File: config.mk
export PLATFORM = sky130hd
export DESIGN_NAME = weight_sparse_pack
export DESIGN_NICKNAME = d
export VERILOG_FILES = /design/src/rtl/weight_sparse_pack.sv
export SDC_FILE = /design/constraint.sdc
export NUM_CORES = 1
export LEC_CHECK = 0
export BUFFER_PORTS_ARGS = -buffer_cell sky130_fd_sc_hd__buf_2
export CAP_MARGIN = 10
export CORE_MARGIN = 1
export CORE_UTILIZATION = 39
export DETAILED_ROUTE_END_ITERATION = 16
export SKIP_CTS_REPAIR_TIMING = 1
export SYNTH_ARGS = -nofsm -noshare
export SYNTH_HDL_FRONTEND = slang
export SYNTH_SLANG_ARGS = --single-unit
File: constraint.sdc
create_clock -name sys_clk -period 2.85 [get_ports sys_clk]
set_input_delay 0.4275 -clock sys_clk [delete_from_list [all_inputs] [get_ports sys_clk]]
set_output_delay 0.4275 -clock sys_clk [all_outputs]
set_load 0.05 [all_outputs]
File: src/rtl/weight_sparse_pack.sv
// Sparse weight packer: turns a {sparse, weight} element stream into column-indexed FIFO entries.
// Latency: accept -> out_valid one cycle later when the FIFO was empty; entries leave in push order.
// Backpressure: in_ready drops while the FIFO holds DEPTH entries; out_data is held until out_ready.
// Optional consistency checker enabled by macro WEIGHT_SPARSE_PACK_CHK_EN (err tied low otherwise).
module weight_sparse_pack #(
  parameter int DEPTH = 8
) (
  input  logic        sys_clk,
  input  logic        rst,
  input  logic        sys_en,
  input  logic        in_valid,
  output logic        in_ready,
  input  logic [8:0]  data_in,
  output logic        out_valid,
  input  logic        out_ready,
  output logic [11:0] out_data,
  output logic [15:0] col_cnt,
  output logic        err
);

  localparam int AW = $clog2(DEPTH);
  localparam int CW = AW + 1;
  localparam logic [CW-1:0] FULL_CNT = CW'(DEPTH);

  // FIFO storage and bookkeeping
  logic [11:0]   mem [DEPTH];
  logic [AW-1:0] wr_ptr;
  logic [AW-1:0] rd_ptr;
  logic [CW-1:0] count;

  // Column position of the next accepted element
  logic [2:0]    idx;

  // Input decode
  logic          sparse;
  logic [7:0]    weight;
  logic          accept;
  logic          col_end;
  logic          push;
  logic          pop;
  logic          full;
  logic [11:0]   push_dat;

  assign sparse  = data_in[8];
  assign weight  = data_in[7:0];
  assign full    = (count == FULL_CNT);
  assign in_ready = !full;
  assign accept  = in_valid && in_ready && sys_en;
  assign col_end = (idx == 3'd7);

  // A sparse element mid-column is dropped; the column end always emits one entry,
  // carrying a zero weight when it is itself sparse so the consumer sees a terminator.
  assign push     = accept && (!sparse || col_end);
  assign push_dat = {col_end, idx, (sparse ? 8'h00 : weight)};

  assign out_valid = (count != '0);
  assign pop       = out_valid && out_ready;

  // Empty FIFO presents zero so the output is clean straight out of reset.
  assign out_data = out_valid ? mem[rd_ptr] : 12'h000;

  // Element index and completed-column counter advance only on accepts
  always_ff @(posedge sys_clk) begin
    if (rst) begin
      idx     <= 3'd0;
      col_cnt <= 16'h0000;
    end else if (accept) begin
      idx <= idx + 3'd1;
      if (col_end) begin
        col_cnt <= col_cnt + 16'h0001;
      end
    end
  end

  // Storage write; contents need no reset since occupancy gates visibility
  always_ff @(posedge sys_clk) begin
    if (push) begin
      mem[wr_ptr] <= push_dat;
    end
  end

  // Pointers and occupancy; a push and pop in the same cycle leave count unchanged
  always_ff @(posedge sys_clk) begin
    if (rst) begin
      wr_ptr <= '0;
      rd_ptr <= '0;
      count  <= '0;
    end else begin
      if (push) begin
        wr_ptr <= wr_ptr + AW'(1);
      end
      if (pop) begin
        rd_ptr <= rd_ptr + AW'(1);
      end
      case ({push, pop})
        2'b10:   count <= count + CW'(1);
        2'b01:   count <= count - CW'(1);
        default: count <= count;
      endcase
    end
  end

`ifdef WEIGHT_SPARSE_PACK_CHK_EN
  // Sticky flag: the encoder's sparse bit must agree with the weight being zero
  logic mismatch;
  assign mismatch = sparse != (weight == 8'h00);

  always_ff @(posedge sys_clk) begin
    if (rst) begin
      err <= 1'b0;
    end else if (accept && mismatch) begin
      err <= 1'b1;
    end
  end
`else
  assign err = 1'b0;
`endif

endmodule
==> flow_summary.ini, run 1 <==
[logic_synthesis]
synth_nets = 366
syn_inst = 344
synth_seq_cells = 128
synth_ff_type = edfxtp_1
ys_seq_area_share_pct = 67.42
synth_edf_count = 96
yosys.cell_types.count = 35
ys_warn_count = 0
syn_area_um2 = 5226
syn_avg_cell_area_um2 = 15.19
synthArstFlopShare_pct = 0

[timing]
rsz0062_at_grt = no
worst_slew_margin_rel_pct = 60.95
period_share_pct = 86.52
slew_viol_final = 0
worst_slack_ns = 0.3841
setup_viol = 0
fin_crit_ns = 2.466
worst_clock_skew_ns = 0.008159
hold_slack_ns = 0.4101
hold_viol = 0
worstMarginPinSlew_ns = 0.5857
fmax_ghz = 0.4055
setup_tns_ns = 0

[route]
viasPerCell = 5.120
drt-total-wl_um = 10180
drt.antenna.violating_nets = 0
drc_errors = 0
routedWlPerCell_um = 17.23
drtIter0Drc = 216
via_count = 3026
first_pass_iters = 4

[setup_path]
r2r-start = idx[2]
worstPathMaxFanout = 10
crit_start = idx[2]
setup.worst_path.class = reg2reg
endpoint_kind = register
startpoint_type = register
required_ns = 3.15
cp.arrival_ns = 2.77

[hold_path]
hold_class = in2reg
worstHoldStart = out_ready

[power_and_ir_drop]
p_sw_mw = 1.579
swShare_pct = 30.13
power.share.combinational_pct = 23.9
p_int_mw = 3.660
pwr_density_cell_nw_per_um2 = 831.1
p_leak_nw = 2.168
finalPower_mw = 5.239
clockPowerShare_pct = 36.1
vdd_drop_max_v = 0.0003149
p_seq_share_pct = 40.0

[clock_network]
clockBufferDepth = 2
cts_tree = built
clk-insertion-delay-late_ns = 0.41
clock_sinks = 128
clkSlewWorstSetupHoldPaths_ns = 0.05
cts_buffers = 17
cts_root_buf = clkbuf_16
ctsHtreeMaxLevel = 4

[placed_design]
place.gp.congestion = 0.7720
post-place-ws_ns = 0.3109
post-dp-hpwl_um = 6363
dp_cells = 562
io_buffers = 43
dpl_cell_area_um2 = 5796

[final_layout]
drive_above_1_share_pct = 29.12
fin_nets = 431
stdcell_count = 591
utilization_pct = 49.15
layout_common_cells = 96 x edfxtp_1, 43 x buf_2, 35 x nor2_1
diodes = 0
final_common_cell = edfxtp_1
fin_area_um2 = 6304
multi_input_area_um2 = 1637
areaGrowthSynthToFinish_pct = 20.61
layout.area.seq_um2 = 3523
nFillCells = 1112

[floorplanning]
num_rows = 41
io_pins = 45
design.die.area_um2 = 13870
die_h_um = 117.8
core_area_um2 = 12820
start_util_pct = 40.75
die-width_um = 117.8

[job]
cap_violations = 0

[status]
outcome = finished clean

[global_route]
grt_overflow = 0
grt_pass1_vias = 3029
grt_use_total_pct = 15.90
grt_max_degree = 32
grt_pass1_wl_um = 16300
antenna_found_initial = 0
worst max-delay path, stage by stage, from the launching register on:
cell and delay [ns]:
dfxtp_1 0.47, ha_1 0.22, nor2b_1 0.06, or3_1 0.33
buf_4 0.19, ha_1 0.39, nor3b_1 0.23, a32o_1 0.15
mux2_2 0.32
area by class of cell:
class | count | area share (%)
Clock inverter | 9 | 1.131
Timing Repair Buffer | 64 | 6.312
Tap cell | 172 | 3.414
Multi-Input combinational cell | 192 | 25.96
Sequential cell | 128 | 55.90
Clock buffer | 20 | 6.927
Inverter | 6 | 0.3573
cell usage after synthesis (6+ instances only):
master	count	area share, %
clkbuf_1	11	0.79
mux2i_1	15	2.9
edfxtp_1	96	55
nor2b_1	10	1.2
xnor2_1	9	1.5
nand2_1	12	0.86
mux4_2	24	10
o21ai_0	11	1.1
nor2_1	35	2.5
or3_1	10	1.2
ha_1	8	1.9
nand3_1	6	0.57
a21oi_1	14	1.3
inv_1	6	0.43
dfxtp_1	32	12
cell families (layout without fill, tap and decap cells):
family	count (synthesis)	in the layout	share of synthesized area (%)
and+or+nand+nor	99	99	9.792
other	1	1	0.07175
buffers and inverters	24	99	1.891
AOI/OAI and AO/OA	30	30	3.136
adders and majority gates	8	8	1.915
DFF	128	128	67.42
muxes	40	40	13.43
xor gates and xnor gates	14	14	2.346
path summary, 6_finish.rpt:
kind	to	slack (ns)	cells past startpoint
worst max-delay path	count[3]	0.38	8
worst min-delay path	rd_ptr[2]	0.41	4
worst max register to register	count[3]	0.38	8
worst min register to register	col_cnt[15]	0.48	2
power groups by stage:
| stage | Combinational, mW | Clock (mW) | Sequential, mW |
|---|---|---|---|
| 6_report | 1.25 | 1.89 | 2.10 |
| 5_1_grt | 1.35 | 2.02 | 2.10 |
| 4_1_cts | 1.28 | 1.94 | 2.10 |
| 3_5_place_dp | 1.28 | 0 | 2.13 |
| 3_3_place_gp | 1.26 | 0 | 2.13 |
| 2_1_floorplan | 0.977 | 0 | 2.11 |
registers in the layout (all words and copies together) (netlist names), named ones only:
signal	cells
rd_ptr	3
count	4
mem	96
idx	3
col_cnt	16
wr_ptr	3
metal layers:
layer	wire (um)	track usage, %	share of wire, %
met1	4468	19.48	44
met2	5094	25.92	50
met3	432	4.070	4.2
met4	187	8.253	1.8
met5	0	0	0
No activity file was read; power rests on OpenSTA's default activity.
==> inputs of run 2 (changes only) <==
- SETUP_SLACK_MARGIN: unset -> 0.15
- clock period: 2.85 -> 2.5 ns (I/O delays scaled with it)
==> run 2 against run 1 <==
  * Total power is 28% higher
  * Register-to-register slack got worse by 0.15 ns
  * Sequential share of layout area is 3.0 points lower
  * Non-clock buffer count grew 12
  * Via count rose by 1.7%
  * Clock skew shrank 0.0012 ns
  * Worst hold slack worse by 0.049 ns
  * Global-route usage rose by 0.19 points
  * First-iteration DRC count grew 14%
  * Clock-buffer cell count shrank 3
  * Combinational power increased by 38%
  * Clock power up 35%
  * Critical path type is now reg2out
  * Largest cell class unchanged
==> flow_summary.ini, run 2 (same netlist as run 1, synthesis figures left out) <==
[setup_path]
startpoint_type = register
endpoint_kind = output port
setup.worst_path.class = reg2out
worstPathMaxFanout = 6
cp.arrival_ns = 1.93
required_ns = 2.12

[final_layout]
diodes = 0
final_common_cell = edfxtp_1
largest-register = mem
stdcell_count = 606
layout_common_cells = 96 x edfxtp_1, 35 x nor2_1, 33 x buf_2
drive_above_1_share_pct = 34.79
fin_nets = 443
largest_reg_flops = 96
fin_area_um2 = 6690
utilization_pct = 52.17
nFillCells = 1074
areaGrowthSynthToFinish_pct = 28.01
top_regs = mem (96), col_cnt (16), count (4)

[job]
cap_violations = 0

[clock_network]
cts_tree = built
cts_buffers = 17
clock_sinks = 128
clk-insertion-delay-late_ns = 0.41
cts_root_buf = clkbuf_16
ctsHtreeMaxLevel = 4
clockBufferDepth = 2
clkSlewWorstSetupHoldPaths_ns = 0.06

[global_route]
antenna_found_initial = 0
grt_pass1_vias = 3038
grt_max_degree = 32
grt_pass1_wl_um = 16500
grt_overflow = 0
grt_use_total_pct = 16.09

[timing]
hold_slack_ns = 0.3609
rsz0062_at_grt = yes
setup_viol = 0
period_share_pct = 92.22
worst_clock_skew_ns = 0.006918
worstMarginPinSlew_ns = 0.5661
hold_viol = 0
fmax_ghz = 0.4337
worst_slew_margin_rel_pct = 62.26
worst_slack_ns = 0.1944
fin_crit_ns = 2.306
setup_tns_ns = 0
slew_viol_final = 0

[placed_design]
dpl_cell_area_um2 = 5874
dp_cells = 566
post-place-ws_ns = 0.1344
io_buffers = 43
place.gp.congestion = 0.6909
post-dp-hpwl_um = 6221

[status]
outcome = finished clean

[floorplanning]
io_pins = 45
design.die.area_um2 = 13870
die-width_um = 117.8
die_h_um = 117.8
core_area_um2 = 12820
num_rows = 41
start_util_pct = 40.75

[power_and_ir_drop]
swShare_pct = 29.45
p_int_mw = 4.735
p_sw_mw = 1.977
finalPower_mw = 6.712
p_leak_nw = 2.288
p_seq_share_pct = 36.1
vdd_drop_max_v = 0.0005125
clockPowerShare_pct = 38.1
power.share.combinational_pct = 25.8
pwr_density_cell_nw_per_um2 = 1003

[route]
routedWlPerCell_um = 17.50
drt.antenna.violating_nets = 0
drt-total-wl_um = 10610
drc_errors = 0
viasPerCell = 5.078
first_pass_iters = 4
drtIter0Drc = 247
via_count = 3077

[hold_path]
hold_class = in2reg
[run 2: cell count changes in the layout (fill, tap and decap cells not counted), moves of 3 or more]
cell        change
clkbuf_1        -3
clkinv_1        +3
clkinv_2        -6
ha_4            +3
buf_2          -10
buf_4          +10
ha_1            -4
or3_1           -3
clkinvlp_4      +3
or3_4           +3
buf_6          +10
dfxtp_1         -4
bufinv_16       +3
dfxtp_4         +3
[run 2: power groups by stage]
stage	sequential, mW	clock (mW)	combinational (mW)
after floorplan	2.42	0	1.17
after global placement	2.44	0	1.48
after detailed placement	2.44	0	1.49
after CTS	2.40	2.60	1.50
after global routing	2.43	2.69	1.84
final	2.42	2.56	1.73
[run 2: final timing paths]
kind | startpoint | to | slack (ns) | cells past startpoint
worst max-delay path | register | out_data[9] | 0.19 | 5
worst min-delay path | out_ready | rd_ptr[2] | 0.36 | 4
worst max register to register | idx[1] | count[2] | 0.23 | 11
worst min register to register | col_cnt[15] | col_cnt[15] | 0.49 | 2
[run 2: final cells by class]
cell class | instances | area, um^2 | area share [%]
flip-flops and latches | 128 | 3536 | 52.85
clock buffers | 17 | 425.4 | 6.359
well taps | 172 | 215.2 | 3.217
clock inverters | 15 | 191.4 | 2.861
multi-input cells | 192 | 1717 | 25.66
repair buffers | 76 | 580.6 | 8.678
inverters | 6 | 25.02 | 0.3740
[run 2: worst max-delay path: stages, from the launching register on]
cell       delay [ns]
dfxtp_4          0.42
clkbuf_16        0.19
mux4_2           0.49
mux2i_1          0.15
nor2_1           0.09
buf_6            0.16
[run 2: per-layer routing]
metal | share of wire, % | vias up | global-route usage [%]
met5 | 0 | - | 0
met4 | 1.7 | 0 | 6.490
met3 | 5.2 | 15 | 4.506
met2 | 50 | 86 | 26.58
met1 | 43 | 1512 | 19.90
li1 | - | 1464 | -
